File: src/rtl/seq_multiplier_pkg.sv
// Shared types and constants for the sequential fixed-point multiplier.
// Default widths give a Q16.16 x Q16.16 -> Q4.28 product.
package seq_multiplier_pkg;

  typedef enum logic [1:0] {
    IDLE  = 2'd0,
    MULT  = 2'd1,
    SCALE = 2'd2,
    DONE  = 2'd3
  } state_t;

  localparam int DEF_I_WIDTH     = 16;
  localparam int DEF_F_WIDTH     = 16;
  localparam int DEF_OUT_I_WIDTH = 4;
  localparam int DEF_OUT_F_WIDTH = 28;
  localparam int DEF_W           = DEF_I_WIDTH + DEF_F_WIDTH;

  // Saturation limits of a DEF_W-bit signed result.
  localparam logic [DEF_W-1:0] DEF_SAT_POS = {1'b0, {(DEF_W-1){1'b1}}};
  localparam logic [DEF_W-1:0] DEF_SAT_NEG = {1'b1, {(DEF_W-1){1'b0}}};

endpackage

File: src/rtl/seq_multiplier_scale_sat.sv
// Combinational rescale of the magnitude product: truncating right shift,
// saturation to the signed W-bit range, then sign application.
module mul_scale_sat #(
  parameter int W     = 32,
  parameter int SHIFT = 4
) (
  input  logic [2*W-1:0] i_prod,
  input  logic           i_sign,
  output logic [W-1:0]   o_out,
  output logic           o_ovf
);

  localparam logic [2*W-1:0] LIM_POS = {{(W+1){1'b0}}, {(W-1){1'b1}}};
  localparam logic [2*W-1:0] LIM_NEG = {{W{1'b0}}, 1'b1, {(W-1){1'b0}}};

  logic [2*W-1:0] w_mag;

  assign w_mag = i_prod >> SHIFT;

  // Negating a zero magnitude yields zero, so a negative-signed zero is clean.
  always_comb begin
    o_out = '0;
    o_ovf = 1'b0;
    if (!i_sign) begin
      if (w_mag > LIM_POS) begin
        o_out = {1'b0, {(W-1){1'b1}}};
        o_ovf = 1'b1;
      end else begin
        o_out = w_mag[W-1:0];
      end
    end else begin
      if (w_mag > LIM_NEG) begin
        o_out = {1'b1, {(W-1){1'b0}}};
        o_ovf = 1'b1;
      end else begin
        o_out = -w_mag[W-1:0];
      end
    end
  end

endmodule

File: src/rtl/seq_multiplier.sv
// Radix-2 shift-add signed fixed-point multiplier: one multiplier bit per
// cycle on operand magnitudes, then a single rescale/saturate cycle.
module seq_multiplier
  import seq_multiplier_pkg::*;
#(
  parameter int I_WIDTH     = DEF_I_WIDTH,
  parameter int F_WIDTH     = DEF_F_WIDTH,
  parameter int OUT_I_WIDTH = DEF_OUT_I_WIDTH,
  parameter int OUT_F_WIDTH = DEF_OUT_F_WIDTH
) (
  input  logic                              clk,
  input  logic                              rst,
  input  logic signed [I_WIDTH+F_WIDTH-1:0] A_in,
  input  logic signed [I_WIDTH+F_WIDTH-1:0] B_in,
  input  logic                              in_valid,
  output logic                              ready,
  output logic                              out_valid,
  output logic signed [I_WIDTH+F_WIDTH-1:0] out,
  output logic                              overflow,
  output state_t                            o_dbg_state
);

  // Handshake: an operation is accepted on a rising edge where ready (IDLE)
  // and in_valid are both high; out_valid is a single-cycle pulse with no
  // back-pressure, and in_valid while busy is dropped rather than queued.

  localparam int W     = I_WIDTH + F_WIDTH;
  localparam int SHIFT = 2*F_WIDTH - OUT_F_WIDTH;
  localparam int CW    = $clog2(W) + 1;

  state_t         r_state, w_next;
  logic [2*W-1:0] r_a, r_acc;
  logic [W-1:0]   r_b, r_out, w_a_mag, w_b_mag, w_out;
  logic [CW-1:0]  r_cnt;
  logic           r_sign, r_ovf, r_out_valid, w_ovf, w_last;

  // Most-negative input maps to 2^(W-1), which still fits unsigned W bits.
  assign w_a_mag = A_in[W-1] ? -A_in : A_in;
  assign w_b_mag = B_in[W-1] ? -B_in : B_in;
  assign w_last  = (r_cnt == CW'(W-1));

  always_comb begin
    w_next = r_state;
    case (r_state)
      IDLE:    if (in_valid) w_next = MULT;
      MULT:    if (w_last) w_next = SCALE;
      SCALE:   w_next = DONE;
      DONE:    w_next = IDLE;
      default: w_next = IDLE;
    endcase
  end

  always_ff @(posedge clk) begin
    if (rst) r_state <= IDLE;
    else     r_state <= w_next;
  end

  always_ff @(posedge clk) begin
    if (rst) begin
      r_a         <= '0;
      r_b         <= '0;
      r_acc       <= '0;
      r_cnt       <= '0;
      r_sign      <= 1'b0;
      r_out       <= '0;
      r_ovf       <= 1'b0;
      r_out_valid <= 1'b0;
    end else begin
      r_out_valid <= (r_state == DONE);
      case (r_state)
        IDLE: if (in_valid) begin
          r_a    <= {{W{1'b0}}, w_a_mag};
          r_b    <= w_b_mag;
          r_sign <= A_in[W-1] ^ B_in[W-1];
          r_acc  <= '0;
          r_cnt  <= '0;
        end
        MULT: begin
          if (r_b[0]) r_acc <= r_acc + r_a;
          r_a   <= r_a << 1;
          r_b   <= r_b >> 1;
          r_cnt <= r_cnt + 1'b1;
        end
        SCALE: begin
          r_out <= w_out;
          r_ovf <= w_ovf;
        end
        default: ;
      endcase
    end
  end

  mul_scale_sat #(
    .W     (W),
    .SHIFT (SHIFT)
  ) u_scale_sat (
    .i_prod (r_acc),
    .i_sign (r_sign),
    .o_out  (w_out),
    .o_ovf  (w_ovf)
  );

  assign ready       = (r_state == IDLE);
  assign out_valid   = r_out_valid;
  assign out         = r_out;
  assign overflow    = r_ovf;
  assign o_dbg_state = r_state;

endmodule

File: config.mk
export PLATFORM = sky130hd
export DESIGN_NAME = seq_multiplier
export DESIGN_NICKNAME = d
export VERILOG_FILES = /design/src/rtl/seq_multiplier_pkg.sv /design/src/rtl/seq_multiplier_scale_sat.sv /design/src/rtl/seq_multiplier.sv
export SDC_FILE = /design/constraint.sdc
export NUM_CORES = 1
export LEC_CHECK = 0
export CAP_MARGIN = 20
export CORE_ASPECT_RATIO = 0.7
export CORE_UTILIZATION = 54
export DETAILED_ROUTE_END_ITERATION = 6
export PLACE_DENSITY = 0.78
export SYNTH_ARGS = -nofsm -noshare
export SYNTH_HDL_FRONTEND = slang
export SYNTH_HIERARCHICAL = 1
export SYNTH_SLANG_ARGS = --single-unit
File: constraint.sdc
create_clock -name clk -period 3.22 [get_ports clk]
set_input_delay 0.322 -clock clk [delete_from_list [all_inputs] [get_ports clk]]
set_output_delay 0.322 -clock clk [all_outputs]
set_load 0.05 [all_outputs]
* Word-level counts from Yosys, hierarchy flattened *
Cells that the tools add are included.

word-level totals
  bits in registers = 203
  latch bits = 0
  memory bits (writable) = 0
  bits in read-only memories = 0
  input bits = 67
  word-level logic and storage cells = 50
  memories = 0

cells by class
  add/subtract/negate cells = 5
  multipliers = 0
  div/mod/pow operators = 0
  magnitude comparators = 2
  equal/unequal tests = 7
  shift operators = 0
  multiplexer cells = 20
  bitwise gates (word level) = 1
  reductions and logical operators = 6

operators by type and width
  kind                                                  count
  one-hot mux 64 bit (2 select lines)                   2
  2-to-1 mux 32 bit                                     6
  2-to-1 mux 64 bit                                     3
  negation 32 bit                                       3
  adder 64 bit                                          1
  one-hot mux 32 bit (2 select lines)                   1
  > comparator 60 x 31 -> 1 bit, second input constant  1
  > comparator 60 x 32 -> 1 bit, second input constant  1
  one-hot mux 6 bit (2 select lines)                    1
  one-hot mux 2 bit (4 select lines)                    1
  adder 6 x 1 -> 6 bit, second input constant           1
  == test 6 x 5 -> 1 bit, second input constant         1
  2-to-1 mux 6 bit                                      1
  != test 2 bit, second input constant                  3
  AND reduction 2 bit                                   3
  == test 2 bit, second input constant                  2
  2-to-1 mux 2 bit                                      2
  2-to-1 mux 1 bit                                      3
  AND reduction 3 bit                                   1
  == test 2 x 1 -> 1 bit, second input constant         1
  zero test 2 bit                                       1
  nonzero test 2 bit                                    1
  bitwise XOR 1 bit                                     1

* Longest topological paths before layout *
  depth after elaboration = 4
  mapped depth = 14
  mapped depth without buffers = 14

* By module *
Netlist, hierarchy kept.

modules (own cells, without submodules)
  module          times used  cells an instance  area an instance (µm²)  sequential area each (µm²)
  seq_multiplier  1           1574               12231.7                 4063.9
  mul_scale_sat   1           202                1171.1                  0.0

* Worst setup path before layout *
No wires, ideal clock.

  path type = input port to flip-flop
  from = input A_in[5]
  to = register r_a[29]
  setup time = 131 ps
  arrival time = 3303 ps
  required time = 3089 ps
  slack = -213 ps
  stages = 11
  buffers on the path = 0
  path through = or4_1 or4_1 or3_4 or4_4 or4_4 nand4bb_4 o31ai_4 xor2_1 nand2_1 o211ai_2 a21oi_2

on the way
  cells in the longest elaborated chain, start to end = 4

RTL lines
  element                              line                  text
  start: declaration                   seq_multiplier.sv:13  input logic signed [I_WIDTH+F_WIDTH-1:0] A_in,
  negation 32 bit                      seq_multiplier.sv:38  assign w_a_mag = A_in[W-1] ? -A_in : A_in;
  2-to-1 mux 32 bit                    seq_multiplier.sv:38
  2-to-1 mux 64 bit                    seq_multiplier.sv:71  IDLE: if (in_valid) begin
  one-hot mux 64 bit (2 select lines)  seq_multiplier.sv:70  case (r_state)
  end signal: assignment               seq_multiplier.sv:72  r_a <= {{W{1'b0}}, w_a_mag};
  end signal: assignment               seq_multiplier.sv:80  r_a <= r_a << 1;
  end: declaration                     seq_multiplier.sv:32  logic [2*W-1:0] r_a, r_acc;

No other way between the ends. The select of a mux whose other input is x is not followed.
A chain may end at the register's enable or synchronous reset.

* Worst setup path after layout *
  from = input A_in[6]
  to = register r_a[29]

Same word-level chain as after synthesis.

==> impl_metrics.py <==
metrics = {
    "critical_path": {
        "reg2reg_slack_ns": 0.06,
        "critPathSlowestCell": "or4_4",
        "cp_data_arrival_time_ns": 3.59,
        "start_kind": "input pin",
        "endpoint_kind": "flop",
        "worstPathCellList": "buf_6 -> or4_4 -> or4_4 -> or3_4 -> or4_4 -> or4_4 -> nand4bb_4 -> o31ai_4 -> xor2_1 -> nand2_1 -> o211ai_2 -> a21oi_2",
        "cp.required_ns": 3.59,
        "critical_path.max_stage_delay_ns": 0.54,
        "critPathTopFamily": "simple AND/OR/NAND/NOR gates",
        "path_class": "in -> reg",
        "critPathBufInv": 1,
        "critPathMaxFanout": 4,
        "crit_top_cell": "or4_4",
    },
    "sta": {
        "period_needed_ns": 3.219,
        "fmax_ghz": 0.3107,
        "rsz0062_at_grt": "true",
        "fin_tns_setup_ns": 0,
        "tightest_slew_ns": 1.062,
        "fin_crit_sh": 0.9996,
        "fin_ws_ns": 0.001368,
        "drv_slew": 0,
        "final_hold_viol_count": 0,
        "setup-violations-final": 0,
        "finClkSkew_ns": 0.01613,
        "relSlewSlack": 0.2919,
    },
    "floorplanning": {
        "placementRows": 47,
        "die_w_um": 190.3,
        "ios": 104,
        "start_util": 0.5586,
        "core_sq_mm": 0.02399,
        "die_area_sq_mm": 0.02546,
        "dieHeight_um": 133.8,
    },
    "logic_synthesis": {
        "avgSynthCellArea_sq_um": 7.547,
        "synth_top_area_share": 0.3032,
        "synth_top_area_cell": "dfxtp_1",
        "synth_warnings": 6,
        "synth_ff_type": "dfxtp_1",
        "yosysMostFrequentCell": "nand2_1",
        "synth_cells": 1776,
        "synth_edf_count": 0,
        "ys_seq_elements": 203,
        "synth_common_cells": "267 x nand2_1, 203 x dfxtp_1, 185 x nor2_1",
        "ys_types": 75,
        "synthTopCellsByArea": "dfxtp_1 30%, nand2_1 7.5%, ha_1 6.6%",
        "seq_area_frac_synth": 0.3032,
        "syn-num-nets": 1915,
        "syn-cell-area_sq_mm": 0.01340,
        "async_reset_ff_frac": 0,
    },
    "global_routing": {
        "grt_max_degree": 153,
        "grt_pass1_vias": 12700,
        "grt_overflow": 0,
        "grt.total_usage": 0.3022,
        "antenna_found_initial": 1,
        "grt_pass1_wl_um": 63970,
    },
    "layout": {
        "instances_no_fill": 2334,
        "n_fill_cell": 1906,
        "drive_gt1_frac": 0.1732,
        "multi_input_area_sq_mm": 0.009294,
        "seqCellArea_sq_mm": 0.004076,
        "nNetsFinal": 2138,
        "area_growth_syn_to_layout_pct": 28.24,
    },
    "cts": {
        "path_clk_slew_ns": 0.07,
        "cts_buffers": 22,
        "cts_root_buf": "clkbuf_16",
        "cts.sinks": 203,
        "clock_path_buffers": 3,
        "htree_levels": 1,
        "cts_tree": "built",
        "insertion_delay_ns": 0.52,
    },
    "routing": {
        "drt_wl_total_um": 40400,
        "drt-initial-drc-count": 1487,
        "dr.pass1.iters": 6,
        "vias": 14240,
        "drcViolationCount": 0,
        "ant_nets": 0,
        "viasPerCell": 6.100,
        "routedWlPerCell_um": 17.31,
    },
    "placement": {
        "place_hpwl_um": 28360,
        "place_congestion": 0.9504,
        "pre_cts_slack_ns": -0.8063,
        "place.port_buffers": 103,
        "numPlacedInstances": 2277,
    },
    "power": {
        "peakVddDrop_mv": 0.7976,
        "leakage_nw": 6.863,
        "p_per_area_mw_per_mm2": 588.1,
    },
    "hold_path": {
        "worstHoldPathType": "in -> reg",
    },
    "run": {
        "max-cap-violations": 0,
    },
    "status": {
        "status": "finished clean",
    },
}
==> path summary, 6_finish.rpt <==
kind,startpoint,end,cells past startpoint
worst min-delay path,rst,r_a[51]$_SDFFE_PP0P_,2
worst max-delay path,A_in[6],r_a[29]$_SDFFE_PP0P_,12
worst min register to register,r_b[3]$_SDFFE_PP0P_,r_b[3]$_SDFFE_PP0P_,2
worst max register to register,r_acc[33]$_SDFFE_PP0P_,r_acc[57]$_SDFFE_PP0P_,13
==> metrics by stage <==
step | utilization | hold slack [ns] | cell area, sq um | total power, mW
after global routing | 0.7164 | 0.1557 | 17190 | 10.67
after detailed placement | 0.6627 | 0.4452 | 15900 | 7.478
after global placement | 0.6627 | 0.4378 | 15900 | 7.367
after CTS | 0.6982 | 0.1446 | 16750 | 9.952
final | 0.7164 | 0.1552 | 17190 | 10.11
after floorplan | - | 0.4315 | 13440 | 6.082
==> per-layer routing <==
| layer | track usage | wire [um] | part of all wire |
|---|---|---|---|
| met4 | 0.06711 | 896 | 0.022 |
| met5 | 0 | 0 | 0 |
| met2 | 0.4543 | 17170 | 0.42 |
| met1 | 0.4523 | 18730 | 0.46 |
| met3 | 0.04474 | 3614 | 0.089 |
==> cell families after synthesis <==
group,count (synthesis),synth area share
and+or+nand+nor,647,0.2204
AOI/OAI and AO/OA,551,0.2594
DFF,203,0.3032
buffers and inverters,148,0.04425
xor gates and xnor gates,116,0.07580
adders and majority gates,72,0.06777
muxes,39,0.02913
==> flip-flops by register name, summed over array words and instances (netlist names) <==
| name | count |
|---|---|
| r_b | 32 |
| out_valid | 1 |
| r_a | 64 |
| r_acc | 64 |
| r_sign | 1 |
| out | 32 |
| r_cnt | 6 |
| o_dbg_state | 2 |
| overflow | 1 |
==> cell type report <==
cell class / count / area share
clock buffer: 36 / 0.03865
inverter: 37 / 0.008080
sequential: 203 / 0.2372
clock inverter: 4 / 0.001529
antenna: 1 / 0.0001456
tap: 318 / 0.02315
timing repair buffer: 310 / 0.1505
multi-input combinational: 1425 / 0.5407
==> power breakdown <==
group          switching [mW]  internal [mW]  leakage, nW
logic                    2.85           1.60         4.88
registers               0.307           2.89         1.65
clock network            1.05           1.41        0.335
==> timing repair <==
action                                  in CTS  in global routing
hold buffers                                 0                  0
endpoints found under the setup margin      27                 30
pin swaps                                   29                 64
buffers inserted                             8                  9
resized for setup                           64                 84
==> cells in the final DEF, fill, tap and decap left out, drive strengths merged, types with 37 or more instances in the layout <==
master	count
nand2	268
inv	37
mux2i	39
clkbuf	38
buf	214
a22oi	60
xnor2	45
xor2	71
ha	71
o21ai	136
nor2	185
a21oi	168
dfxtp	203
clkdlybuf4s50	91
Power figures use the tool's default switching activity.
